$ cat src/rtl/reset_sequencer_pkg.sv
// Shared types and sizing helpers for the staged reset release controller.
package reset_sequencer_pkg;

  typedef enum logic [1:0] {
    WAIT_LOCK = 2'd0,
    STRETCH   = 2'd1,
    RELEASE   = 2'd2,
    DONE      = 2'd3
  } seq_state_t;

  localparam int STATE_W = 2;

  // Counter must hold the largest terminal count without wrapping.
  function automatic int cnt_width(input int stretch_cycles, input int stage_gap);
    int max_v;
    max_v = (stretch_cycles > stage_gap) ? stretch_cycles : stage_gap;
    return (max_v < 1) ? 1 : $clog2(max_v + 1);
  endfunction

endpackage

$ cat src/rtl/reset_sequencer_if.sv
// Status/control bundle between the reset sequencer and its environment.
interface reset_sequencer_if #(
  parameter int NUM_STAGES = 3
);
  import reset_sequencer_pkg::*;

  logic                  pll_locked;
  logic                  sw_rst_req;
  logic [NUM_STAGES-1:0] rst_n_out;
  logic                  seq_done;
  logic [STATE_W-1:0]    seq_state;

  modport master (
    output pll_locked, sw_rst_req,
    input  rst_n_out, seq_done, seq_state
  );

  modport slave (
    input  pll_locked, sw_rst_req,
    output rst_n_out, seq_done, seq_state
  );

endinterface

$ cat src/rtl/reset_sequencer_sync_2ff.sv
// Multi-flop synchronizer for a level signal crossing into the clk domain.
module sync_2ff #(
  parameter int STAGES = 2
) (
  input  logic clk,
  input  logic rst,
  input  logic d,
  output logic q
);

  logic [STAGES-1:0] ff;

  always_ff @(posedge clk or negedge rst) begin
    if (!rst) ff <= '0;
    else      ff <= {ff[STAGES-2:0], d};
  end

  assign q = ff[STAGES-1];

endmodule

$ cat src/rtl/reset_sequencer.sv
// Waits for PLL lock, stretches reset, then releases per-stage active-low
// resets one at a time; lock loss or a software request restarts everything.
module reset_sequencer
  import reset_sequencer_pkg::*;
#(
  parameter int NUM_STAGES     = 3,
  parameter int STRETCH_CYCLES = 16,
  parameter int STAGE_GAP      = 8,
  parameter int SYNC_STAGES    = 2
) (
  input logic               clk,
  input logic               rst,
  reset_sequencer_if.slave  bus
);

  localparam int CNT_W = cnt_width(STRETCH_CYCLES, STAGE_GAP);
  localparam int IDX_W = (NUM_STAGES > 1) ? $clog2(NUM_STAGES) : 1;
  localparam logic [CNT_W-1:0]      STRETCH_LAST = CNT_W'(STRETCH_CYCLES - 1);
  localparam logic [CNT_W-1:0]      GAP_LAST     = CNT_W'(STAGE_GAP - 1);
  localparam logic [NUM_STAGES-1:0] STAGE0       = NUM_STAGES'(1);

  logic                  locked_sync;
  seq_state_t            state;
  logic [CNT_W-1:0]      cnt;
  logic [IDX_W-1:0]      idx;
  logic [NUM_STAGES-1:0] rst_n_q;
  logic                  done_q;

  sync_2ff #(.STAGES(SYNC_STAGES)) u_lock_sync (
    .clk (clk),
    .rst (rst),
    .d   (bus.pll_locked),
    .q   (locked_sync)
  );

  // Stages release in index order, so each release shifts one more 1 in.
  always_ff @(posedge clk or negedge rst) begin
    if (!rst) begin
      state   <= WAIT_LOCK;
      cnt     <= '0;
      idx     <= '0;
      rst_n_q <= '0;
      done_q  <= 1'b0;
    end else if (!locked_sync || bus.sw_rst_req) begin
      state   <= WAIT_LOCK;
      cnt     <= '0;
      idx     <= '0;
      rst_n_q <= '0;
      done_q  <= 1'b0;
    end else begin
      case (state)
        WAIT_LOCK: begin
          state <= STRETCH;
          cnt   <= '0;
        end
        STRETCH: begin
          if (cnt == STRETCH_LAST) begin
            rst_n_q <= STAGE0;
            cnt     <= '0;
            idx     <= '0;
            if (NUM_STAGES == 1) begin
              done_q <= 1'b1;
              state  <= DONE;
            end else begin
              state  <= RELEASE;
            end
          end else begin
            cnt <= cnt + 1'b1;
          end
        end
        RELEASE: begin
          if (cnt == GAP_LAST) begin
            rst_n_q <= (rst_n_q << 1) | STAGE0;
            cnt     <= '0;
            idx     <= idx + 1'b1;
            if (int'(idx) == NUM_STAGES - 2) begin
              done_q <= 1'b1;
              state  <= DONE;
            end
          end else begin
            cnt <= cnt + 1'b1;
          end
        end
        DONE:    ;
        default: state <= WAIT_LOCK;
      endcase
    end
  end

  assign bus.rst_n_out = rst_n_q;
  assign bus.seq_done  = done_q;
  assign bus.seq_state = state;

endmodule

$ cat src/flat_wrapper.sv
// flat-port wrapper written by rule: the top's interface ports become plain ports
module reset_sequencer_flat import reset_sequencer_pkg::*;
#(
  parameter int NUM_STAGES     = 3,
  parameter int STRETCH_CYCLES = 16,
  parameter int STAGE_GAP      = 8,
  parameter int SYNC_STAGES    = 2
)
  (clk, rst, bus_pll_locked, bus_sw_rst_req, bus_rst_n_out, bus_seq_done, bus_seq_state);
  reset_sequencer_if #(.NUM_STAGES(NUM_STAGES)) bus_i ();
  input logic clk;
  input logic rst;
  input wire logic [$bits(bus_i.pll_locked)-1:0] bus_pll_locked;
  input wire logic [$bits(bus_i.sw_rst_req)-1:0] bus_sw_rst_req;
  output wire logic [$bits(bus_i.rst_n_out)-1:0] bus_rst_n_out;
  output wire logic [$bits(bus_i.seq_done)-1:0] bus_seq_done;
  output wire logic [$bits(bus_i.seq_state)-1:0] bus_seq_state;
  assign bus_i.pll_locked = bus_pll_locked;
  assign bus_i.sw_rst_req = bus_sw_rst_req;
  assign bus_rst_n_out = bus_i.rst_n_out;
  assign bus_seq_done = bus_i.seq_done;
  assign bus_seq_state = bus_i.seq_state;
  reset_sequencer #(.NUM_STAGES(NUM_STAGES), .STRETCH_CYCLES(STRETCH_CYCLES), .STAGE_GAP(STAGE_GAP), .SYNC_STAGES(SYNC_STAGES)) u_core (.clk(clk), .rst(rst), .bus(bus_i));
endmodule
$ cat config.mk
export PLATFORM = sky130hd
export DESIGN_NAME = reset_sequencer_flat
export DESIGN_NICKNAME = d
export VERILOG_FILES = /design/src/rtl/reset_sequencer_pkg.sv /design/src/rtl/reset_sequencer_if.sv /design/src/rtl/reset_sequencer_sync_2ff.sv /design/src/rtl/reset_sequencer.sv /design/src/flat_wrapper.sv
export SDC_FILE = /design/constraint.sdc
export NUM_CORES = 1
export LEC_CHECK = 0
export ABC_AREA = 1
export BUFFER_PORTS_ARGS = -buffer_cell sky130_fd_sc_hd__buf_2
export CORE_UTILIZATION = 25
export CTS_CLUSTER_SIZE = 28
export DETAILED_ROUTE_END_ITERATION = 12
export PLACE_DENSITY_LB_ADDON = 0.15
export SKIP_CTS_REPAIR_TIMING = 1
export SYNTH_ARGS = -nofsm -noshare
export SYNTH_HDL_FRONTEND = slang
export SYNTH_SLANG_ARGS = --single-unit
$ cat constraint.sdc
create_clock -name clk -period 1.6 [get_ports clk]
set_clock_uncertainty 0.15 [all_clocks]
set_input_delay 0.16 -clock clk [delete_from_list [all_inputs] [get_ports clk]]
set_output_delay 0.16 -clock clk [all_outputs]
set_load 0.01 [all_outputs]
Word level (Yosys, flattened, before mapping)
Cells that the tools add are included.
- bits in registers: 15
- bits of input ports: 4
- output and inout port bits: 6
- add/sub/neg operators: 2
- eq/ne operators: 8
- mux-type cells: 21
- reduce and logical (&&, ||, !) cells: 11
- operator list (operator ; count):
    $mux W5 ; 3
    $pmux W5 S3 ; 1
    $mux W2 ; 7
    $mux W3 ; 3
    $ne A3 B1 Y1 const B ; 3
    $pmux W2 S3 ; 1
    $pmux W3 S2 ; 1
    $reduce_and A3 Y1 ; 2
    $reduce_bool A2 Y1 ; 3
    $add A5 B1 Y5 const B ; 1
    $eq A5 B3 Y1 const B ; 1
    $eq A5 B4 Y1 const B ; 1
    $eq A2 B2 Y1 const B ; 2
    $mux W1 ; 4
    $pmux W2 S2 ; 1
    $reduce_and A4 Y1 ; 1
    $reduce_bool A4 Y1 ; 1
    $reduce_bool A3 Y1 ; 1
    $add A2 B1 Y2 const B ; 1
    $eq A2 B1 Y1 const B ; 1
    $logic_not A2 Y1 ; 1
    $logic_not A1 Y1 ; 1
    $logic_or A1 B1 Y1 ; 1

Longest topological paths before layout
Gate-level depths: netlist (run 1).
- word-level depth: 5
- depth in mapped cells: 10

Cells and area by module
Synthesis (run 1) repeated with hierarchy kept, for this count alone.
- cell total of the unflattened synthesis: 118
- area total of the unflattened synthesis: 908.4 µm²
- by module, submodules not included (module ; instances ; cells an instance ; area each (µm²) ; seq. area each (µm²)):
    reset_sequencer ; 1 ; 116 ; 858.3 ; 325.3
    sync_2ff ; 1 ; 2 ; 50.0 ; 50.0

Worst setup path before layout (run 1)
OpenSTA, ideal clock, no wires.
- kind: flip-flop to flip-flop
- start: register u_core.cnt[0]
- end: register u_core.rst_n_q[0], in the netlist u_core.bus.rst_n_out[0]
- setup time: 0.117 ns
- arrival: 1.448 ns
- required time: 1.333 ns
- path slack: -0.115 ns
- cell stages (with the launch flop): 10
- clock period less this slack: 1.715 ns
- cell sequence: dfrtp_1 -> ha_1 -> nand2_1 -> nor2_1 -> ha_1 -> or2_1 -> nand2_2 -> nand2_4 -> nand3_1 -> nand2_1
- cells in the longest elaborated chain, start to end: 3
- RTL lines (element ; line ; RTL):
    start: declaration ; reset_sequencer.sv:24 ; logic [CNT_W-1:0] cnt;
    start signal: assignment ; reset_sequencer.sv:68 ; cnt <= cnt + 1'b1;
    start signal: assignment ; reset_sequencer.sv:81 ; cnt <= cnt + 1'b1;
    $eq A5 B3 Y1 / $eq A5 B4 Y1 (equally long branches) ; reset_sequencer.sv:72, reset_sequencer.sv:57 ;
    $ne A3 B1 Y1 (no source line) ; -- ;
    $reduce_and A3 Y1 (no source line) * ; -- ;
    end signal: assignment ; reset_sequencer.sv:73 ; rst_n_q <= (rst_n_q << 1) | STAGE0;
    end: declaration ; reset_sequencer.sv:26 ; logic [NUM_STAGES-1:0] rst_n_q;
Mark *: on every way between the ends. The rest lies on a longest branch, timed or not.
A chain may end at the register's enable or synchronous reset.

Worst setup path in the final report (run 1)
- start: register u_core.cnt[1]
- end: register u_core.idx[1]
- cells in the longest elaborated chain, start to end: 3
- RTL lines (element ; line ; RTL):
    $eq A5 B3 Y1 / $eq A5 B4 Y1 (equally long branches) ; reset_sequencer.sv:72, reset_sequencer.sv:57 ;
    $ne A3 B1 Y1 (no source line) ; -- ;
    $reduce_and A3 Y1 (no source line) * ; -- ;
    end signal: assignment ; reset_sequencer.sv:75 ; idx <= idx + 1'b1;
    end: declaration ; reset_sequencer.sv:25 ; logic [IDX_W-1:0] idx;
Marks and branches as above.

==> metrics, run 1 <==
syn_area_per_cell=8.285 um2; main area contributors after synthesis=dfrtp_1 (41%), nand2_1 (14%), ha_1 (9.5%); clock slew at the register clock pins of the worst setup and hold paths=0.06 ns; DR vias=724; # IOs=10; power per cell area=719.0 mW/mm2; grt ovf=0; Mapped Area=919.6 um2; CTS sink count=15; clock power share=34.2%; WHS Path Cells=4; WP buf/inv=0; Residual DRC=0; Fillers=375; H-tree levels=1; Skew-Pair Late Insertion Delay=0.24 ns; Initial Util=26.72%; setup slack, reg-to-reg=-0.07 ns; CP top delay family=simple AND/OR/NAND/NOR gates; final setup TNS=-0.6263 ns; Distinct cells, synth=17; die height=62.65 um; sequential share of power=45.6%; syn nets=122; worst-path cell chain=ha_2 -> nand2_2 -> nor2_2 -> ha_2 -> or2_1 -> nand2_2 -> nand2_4 -> nand2_4 -> nand2_1 -> nand2_1; crit-path max cell delay=0.38 ns; Yosys reg bits=15; clk root buf=clkbuf_8; Finished Core Util=35.48%; max-slew violation count=0; Routed WL=1809 um; largest net degree at the start of global routing=16; Arr. time, crit path=1.71 ns; GRT Total Usage=10.39%; status=finished, violations left; CP Max Fanout=5; post-layout minimum cycle time=1.673 ns; hold_sp=bus_sw_rst_req; footprint of the multi-input gates=509.2 um2; Worst Tran Pin Value=0.3513 ns; die width=62.65 um; combinational share of power=20.2%; vias in the first global route=729; FF/Latch Area=375.4 um2; worst reg2reg path endpoint=u_core.idx[1]$_DFFE_PN0P_; die area=0.003925 mm2; startpoint types=flip-flop; GRT busiest layer=met2; final critical-path setup slack=-0.07254 ns; most common cell after layout, fill and taps aside=nand2_1; critical path type=reg -> reg; Iteration-0 DRC Markers=29; routed vias/inst=3.872; Hold Path Sink=u_core.bus.rst_n_out[0]$_DFFE_PN0P_; Final Hold Fails=0; Cells after Synth=111; Synth Warn #=0; most frequent cells in the layout=nand2_1 (32), dfrtp_1 (15), buf_4 (14), inv_1 (13), nand3_1 (11); clk buf depth=2; RSZ-0062 raised after global routing=yes; CP max stage cell=dfrtp_1; Hold Crit Class=in -> reg; dpl hpwl=1406 um; fmax=597.9 MHz; M2 GR Usage=16.44%; post-synth top area cell=dfrtp_1; synth-to-layout area growth=32.79%; met1 Track Usage GR=12.95%; TritonCTS clock tree=done; Slew headroom=76.58%; Leak=0.6662 nW; Pre-antenna DRT Iters=2; P_sw=238.7 uW; post-synthesis sequential area ratio=40.82%; GR Util met3=4.380%; switch share=27.18%; core box area=0.003442 mm2; Worst Reg-to-Reg Cells=10; initial antenna violation count=0; share of layout cells above drive strength 1=36.17%; RR Startpoint=u_core.cnt[1]$_DFFE_PN0N_; Power Internal=639.3 uW; PortBufs=9; post-synth top area share=40.82%; TritonCTS Buffers=3; Final setup viols=10; FP Rows=21; Final Cycle Share=104.5%; n_diodes=0; Detail Route Antenna Nets=0; WL/cell=9.674 um; VDD IR max=0.0003664 V; # nets final=153; first-pass GRT wire length=3146 um; failing checks=setup timing; Max-Cap Viols=0; GPL Wtd Cong=0.7659; Critical Path RT=1.64 ns; CP endpoint kind=flip-flop
## flip-flops by register name, summed over array words and instances (netlist names)
name and count:
u_core.bus.seq_state 2, u_core.bus.seq_done 1, u_core.idx 2, u_core.bus.rst_n_out 3, u_core.cnt 5, u_core.u_lock_sync.ff 2
## cells in the mapped netlist
master / instances
nor2_8: 2
nand2_2: 4
xor2_1: 1
o21ai_1: 1
nand2_1: 35
inv_1: 13
o21ai_0: 2
inv_2: 4
nand2_4: 3
nand3b_1: 1
nor2_4: 2
nor3_4: 1
ha_1: 7
or2_1: 1
nand3_1: 12
nor2_1: 7
dfrtp_1: 15
## area by class of cell
type	instances	share of cell area, %
multi-input cells	80	41.70
flip-flops and latches	15	30.74
repair buffers	25	13.93
inverters	17	5.225
well taps	46	4.713
clock buffers	4	3.689
## power groups by stage
stage	logic, mW	clock network (mW)	registers [mW]
2_1_floorplan	0.0965	0	0.409
3_3_place_gp	0.166	0	0.407
3_5_place_dp	0.165	0	0.407
4_1_cts	0.166	0.320	0.400
5_1_grt	0.197	0.335	0.401
6_report	0.177	0.300	0.400
## per-stage QoR
stage                     instances  power (mW)  setup WS [ns]  hold slack (ns)  cell area [um2]
after floorplan                 111      0.5055       -0.02982          -0.2856            934.6
after global placement          177      0.5727       -0.04341         -0.05385             1120
after detailed placement        177      0.5724       -0.06050         -0.05676             1120
after CTS                       181      0.8864       -0.08154          -0.3271             1165
after global routing            187      0.9325        -0.2119           0.1760             1221
final                           187      0.8780       -0.07254           0.1589             1221
## logic make-up after synthesis
group | after synthesis | share of synthesized area (%)
xor+xnor | 1 | 0.9526
compound gates | 3 | 1.632
simple gates | 68 | 40.14
buf+inv | 17 | 6.939
fa+ha+maj | 7 | 9.523
flops | 15 | 40.82
## worst reg2reg max path, stage by stage (launching register included)
cell	delay, ns
dfrtp_1	0.38
ha_2	0.20
nand2_2	0.07
nor2_2	0.04
ha_2	0.15
or2_1	0.22
nand2_2	0.12
nand2_4	0.09
nand2_4	0.09
nand2_1	0.05
nand2_1	0.05
## routing by layer
metal / wire length [um] / vias to the layer above
met5: 0 / -
met4: 12 / 0
met3: 66 / 2
met2: 809 / 10
met1: 922 / 311
li1: - / 401
## worst max-delay path by stage
stage                                   start                                   to  slack (ns)  cells past startpoint
floorplan           u_core.cnt[1]$_DFFE_PN0N_  u_core.bus.rst_n_out[0]$_DFFE_PN0P_       -0.03                      9
global placement    u_core.cnt[0]$_DFFE_PN0N_  u_core.bus.seq_state[0]$_DFFE_PN0P_       -0.04                      9
detailed placement  u_core.cnt[1]$_DFFE_PN0N_  u_core.bus.seq_state[0]$_DFFE_PN0P_       -0.06                      9
CTS                 u_core.cnt[1]$_DFFE_PN0N_  u_core.bus.rst_n_out[0]$_DFFE_PN0P_       -0.08                     10
global route        u_core.cnt[1]$_DFFE_PN0N_  u_core.bus.rst_n_out[1]$_DFFE_PN0P_       -0.21                     10
finish              u_core.cnt[1]$_DFFE_PN0N_            u_core.idx[1]$_DFFE_PN0P_       -0.07                     10
Note: power is estimated with default switching activity, not from simulation.
==> run 2, diff against run 1 <==
ABC_AREA = unset   (was 1)
==> metrics, run 2 <==
VDD IR max=0.0004357 V (+19%); Pre-antenna DRT Iters=4 (+2); Post-Synth Simple-Gate Area=21.68% (-18 points); status=finished, violations left; largest family of logic cells by synthesized area=simple AND/OR/NAND/NOR gates; hold_sp=bus_sw_rst_req; FP Rows=21 (unchanged); Routed WL=2115 um (+17%); Yosys reg bits=15 (unchanged); die height=61.82 um (-1.3%); most frequent CP cell=ha_4; worst-path cell chain=ha_4 -> nand3_2 -> inv_2 -> ha_4 -> nand2b_4 -> o32ai_4 -> a41oi_2 -> a31oi_1; post-synthesis mux area share=2.797% (+2.8 points); Residual DRC=0 (unchanged); largest net degree at the start of global routing=16 (unchanged); CP Max Fanout=4 (-1); most numerous cell in the Yosys netlist=dfrtp_1; Adder-Cell Fraction of Synth Area=9.790% (+0.27 points); dpl ws=-0.3029 ns (-0.2424 ns); dpl hpwl=1511 um (+7.5%); Hold Crit Class=in -> reg; PortBufs=9 (unchanged); syn_area_per_cell=10.28 um2 (+24%); clk buf depth=2 (unchanged); GPL Wtd Cong=0.7651 (-0.10%); Synth Flop Type=dfrtp_1; WHS Path Cells=4 (unchanged); top post-synthesis cells by count=dfrtp_1 (15), inv_1 (10), ha_1 (7), nor2_1 (7), nand2_1 (6); Fin Hold WS=0.04993 ns (-0.1090 ns); clk root buf=clkbuf_4; Worst Tran Pin Value=0.3681 ns (+0.01680 ns); Critical Path RT=1.69 ns (+0.05 ns); Compound-Gate Fraction of Synth Area=16.92% (+15 points); startpoint types=flip-flop; GRT Total Usage=12.57% (+2.2 points); # nets final=139 (-9.2%); die width=61.82 um (-1.3%); main area contributors after synthesis=dfrtp_1 (42%), ha_1 (9.8%), inv_1 (4.2%); RSZ-0062 raised after global routing=yes; core box area=0.003390 mm2 (-1.5%); CTS sink count=15 (unchanged); WL/cell=12.23 um (+26%); synth-to-layout area growth=51.19%; Max-Cap Viols=0 (unchanged); clock slew at the register clock pins of the worst setup and hold paths=0.11 ns (+0.05 ns); Hold Path Sink=u_core.bus.seq_state[1]$_DFFE_PN0P_; power per cell area=688.1 mW/mm2 (-4.3%); TritonCTS Buffers=3 (unchanged); # IOs=10 (unchanged); setup slack, reg-to-reg=-0.31 ns (-0.24 ns); H-tree levels=1 (unchanged); most frequent cells in the layout=buf_4 (26), dfrtp_1 (13), buf_2 (9), inv_1 (7), nor2_1 (7); max FFs per register=5 (unchanged); XOR/XNOR Fraction of Synth Area=0% (-0.95 points); Synth Warn #=0 (unchanged); post-synth top area cell=dfrtp_1; Post-synth ARST share=100.0% (unchanged); Cells after Synth=87 (-22%); Distinct cells, synth=34 (+17); most common cell after layout, fill and taps aside=buf_4; post-synth top area share=41.96% (+1.1 points); Detail Route Antenna Nets=0 (unchanged); Leak=0.5982 nW (-10%); worst reg2reg path endpoint=u_core.cnt[3]$_DFFE_PN0N_; fmax=523.6 MHz (-12%); die area=0.003822 mm2 (-2.6%); post-synthesis sequential area ratio=41.96% (+1.1 points); initial antenna violation count=0 (unchanged); Top reg by flops=u_core.cnt; RR Startpoint=u_core.cnt[1]$_DFFE_PN0N_; dpl cells=158 (-11%); post-layout minimum cycle time=1.910 ns (+0.2374 ns); CP max stage cell=dfrtp_1; Final Hold Fails=0 (unchanged); failing checks=setup timing; Slew headroom=75.41% (-1.2 points); routed vias/inst=4.393 (+13%); DR vias=760 (+5.0%); syn nets=98 (-20%); Final Cycle Share=119.4% (+15 points); TritonCTS clock tree=done; share of layout cells above drive strength 1=51.97% (+16 points); grt ovf=0 (unchanged); Finished Core Util=39.90% (+4.4 points); max-slew violation count=0 (unchanged); Worst Reg-to-Reg Cells=8 (-2); Initial Util=26.39% (-0.32 points); Post-synth EDFFs=0 (unchanged); crit-path max cell delay=0.43 ns (+0.05 ns); n_diodes=0 (unchanged); Final setup viols=12 (+2); Finished Layout Cells=173 (-7.5%); vias in the first global route=671 (-8.0%); Iteration-0 DRC Markers=68 (+130%); Arr. time, crit path=2.00 ns (+0.29 ns); Final Power=930.7 uW (+6.0%); critical path type=reg -> reg; first-pass GRT wire length=3325 um (+5.7%); final critical-path setup slack=-0.3100 ns (-0.2374 ns); Skew-Pair Late Insertion Delay=0.31 ns (+0.07 ns); CP endpoint kind=flip-flop; Mapped Area=894.6 um2 (-2.7%)
[run 2: cell types whose count changed in the layout (fill, tap and decap cells not counted), sizes merged, moves of 4 or more]
cell   change
a21oi      +4
buf       +14
inv        -7
nand2     -37
nand3      -8
nor2       -4
[run 2: logic make-up (layout without fill, tap and decap cells)]
group / count (synthesis) / count (layout)
compound gates: 18 / 18
fa+ha+maj: 7 / 7
buf+inv: 13 / 53
flops: 15 / 15
mux: 2 / 2
simple gates: 32 / 32
[run 2: routing by layer]
| metal | global-route usage, % | vias to the layer above | routed length [um] |
|---|---|---|---|
| met1 | 16.62 | 361 | 1059 |
| met3 | 4.348 | 5 | 57 |
| met4 | 4.762 | 0 | 44 |
| li1 | - | 386 | - |
| met2 | 18.89 | 8 | 953 |
| met5 | 0 | - | 0 |
[run 2: area by class of cell]
class                      instances  area, um2
sequential                        15      377.9
tap                               46      57.56
clock buffer                       3      22.52
fill                             336       2037
multi-input combinational         59      566.8
inverter                          10      37.54
timing repair buffer              39      282.8
clock inverter                     1      7.507
[run 2: how the worst max path moves through the flow]
| stage | startpoint | end | cells after the start |
|---|---|---|---|
| global route | u_core.cnt[1]$_DFFE_PN0N_ | u_core.cnt[3]$_DFFE_PN0N_ | 8 |
| finish | u_core.cnt[1]$_DFFE_PN0N_ | u_core.cnt[3]$_DFFE_PN0N_ | 8 |
| detailed placement | u_core.cnt[1]$_DFFE_PN0N_ | u_core.cnt[3]$_DFFE_PN0N_ | 8 |
| CTS | u_core.cnt[1]$_DFFE_PN0N_ | u_core.cnt[3]$_DFFE_PN0N_ | 8 |
| global placement | u_core.cnt[1]$_DFFE_PN0N_ | u_core.cnt[3]$_DFFE_PN0N_ | 8 |
| floorplan | u_core.cnt[1]$_DFFE_PN0N_ | u_core.cnt[3]$_DFFE_PN0N_ | 8 |
[run 2: per-stage QoR]
| stage | area (um2) | TNS (ns) |
|---|---|---|
| after floorplan | 937.1 | -0.9697 |
| after detailed placement | 1152 | -2.389 |
| after global placement | 1152 | -1.848 |
| after CTS | 1182 | -2.724 |
| final | 1353 | -2.512 |
| after global routing | 1353 | -3.557 |
[run 2: report_power, final]
part	total [mW]	internal, mW	switching (mW)
Sequential	0.399	0.389	0.00938
Combinational	0.286	0.152	0.134
Clock	0.246	0.0956	0.151
Total	0.931	0.636	0.294
[run 2: critical path, delay by kind of cell (launching register included)]
family / cells / cell delay (ns)
compound gates: 3 / 0.65
fa+ha+maj: 2 / 0.33
buf+inv: 1 / 0.04
flops: 1 / 0.43
simple gates: 2 / 0.23
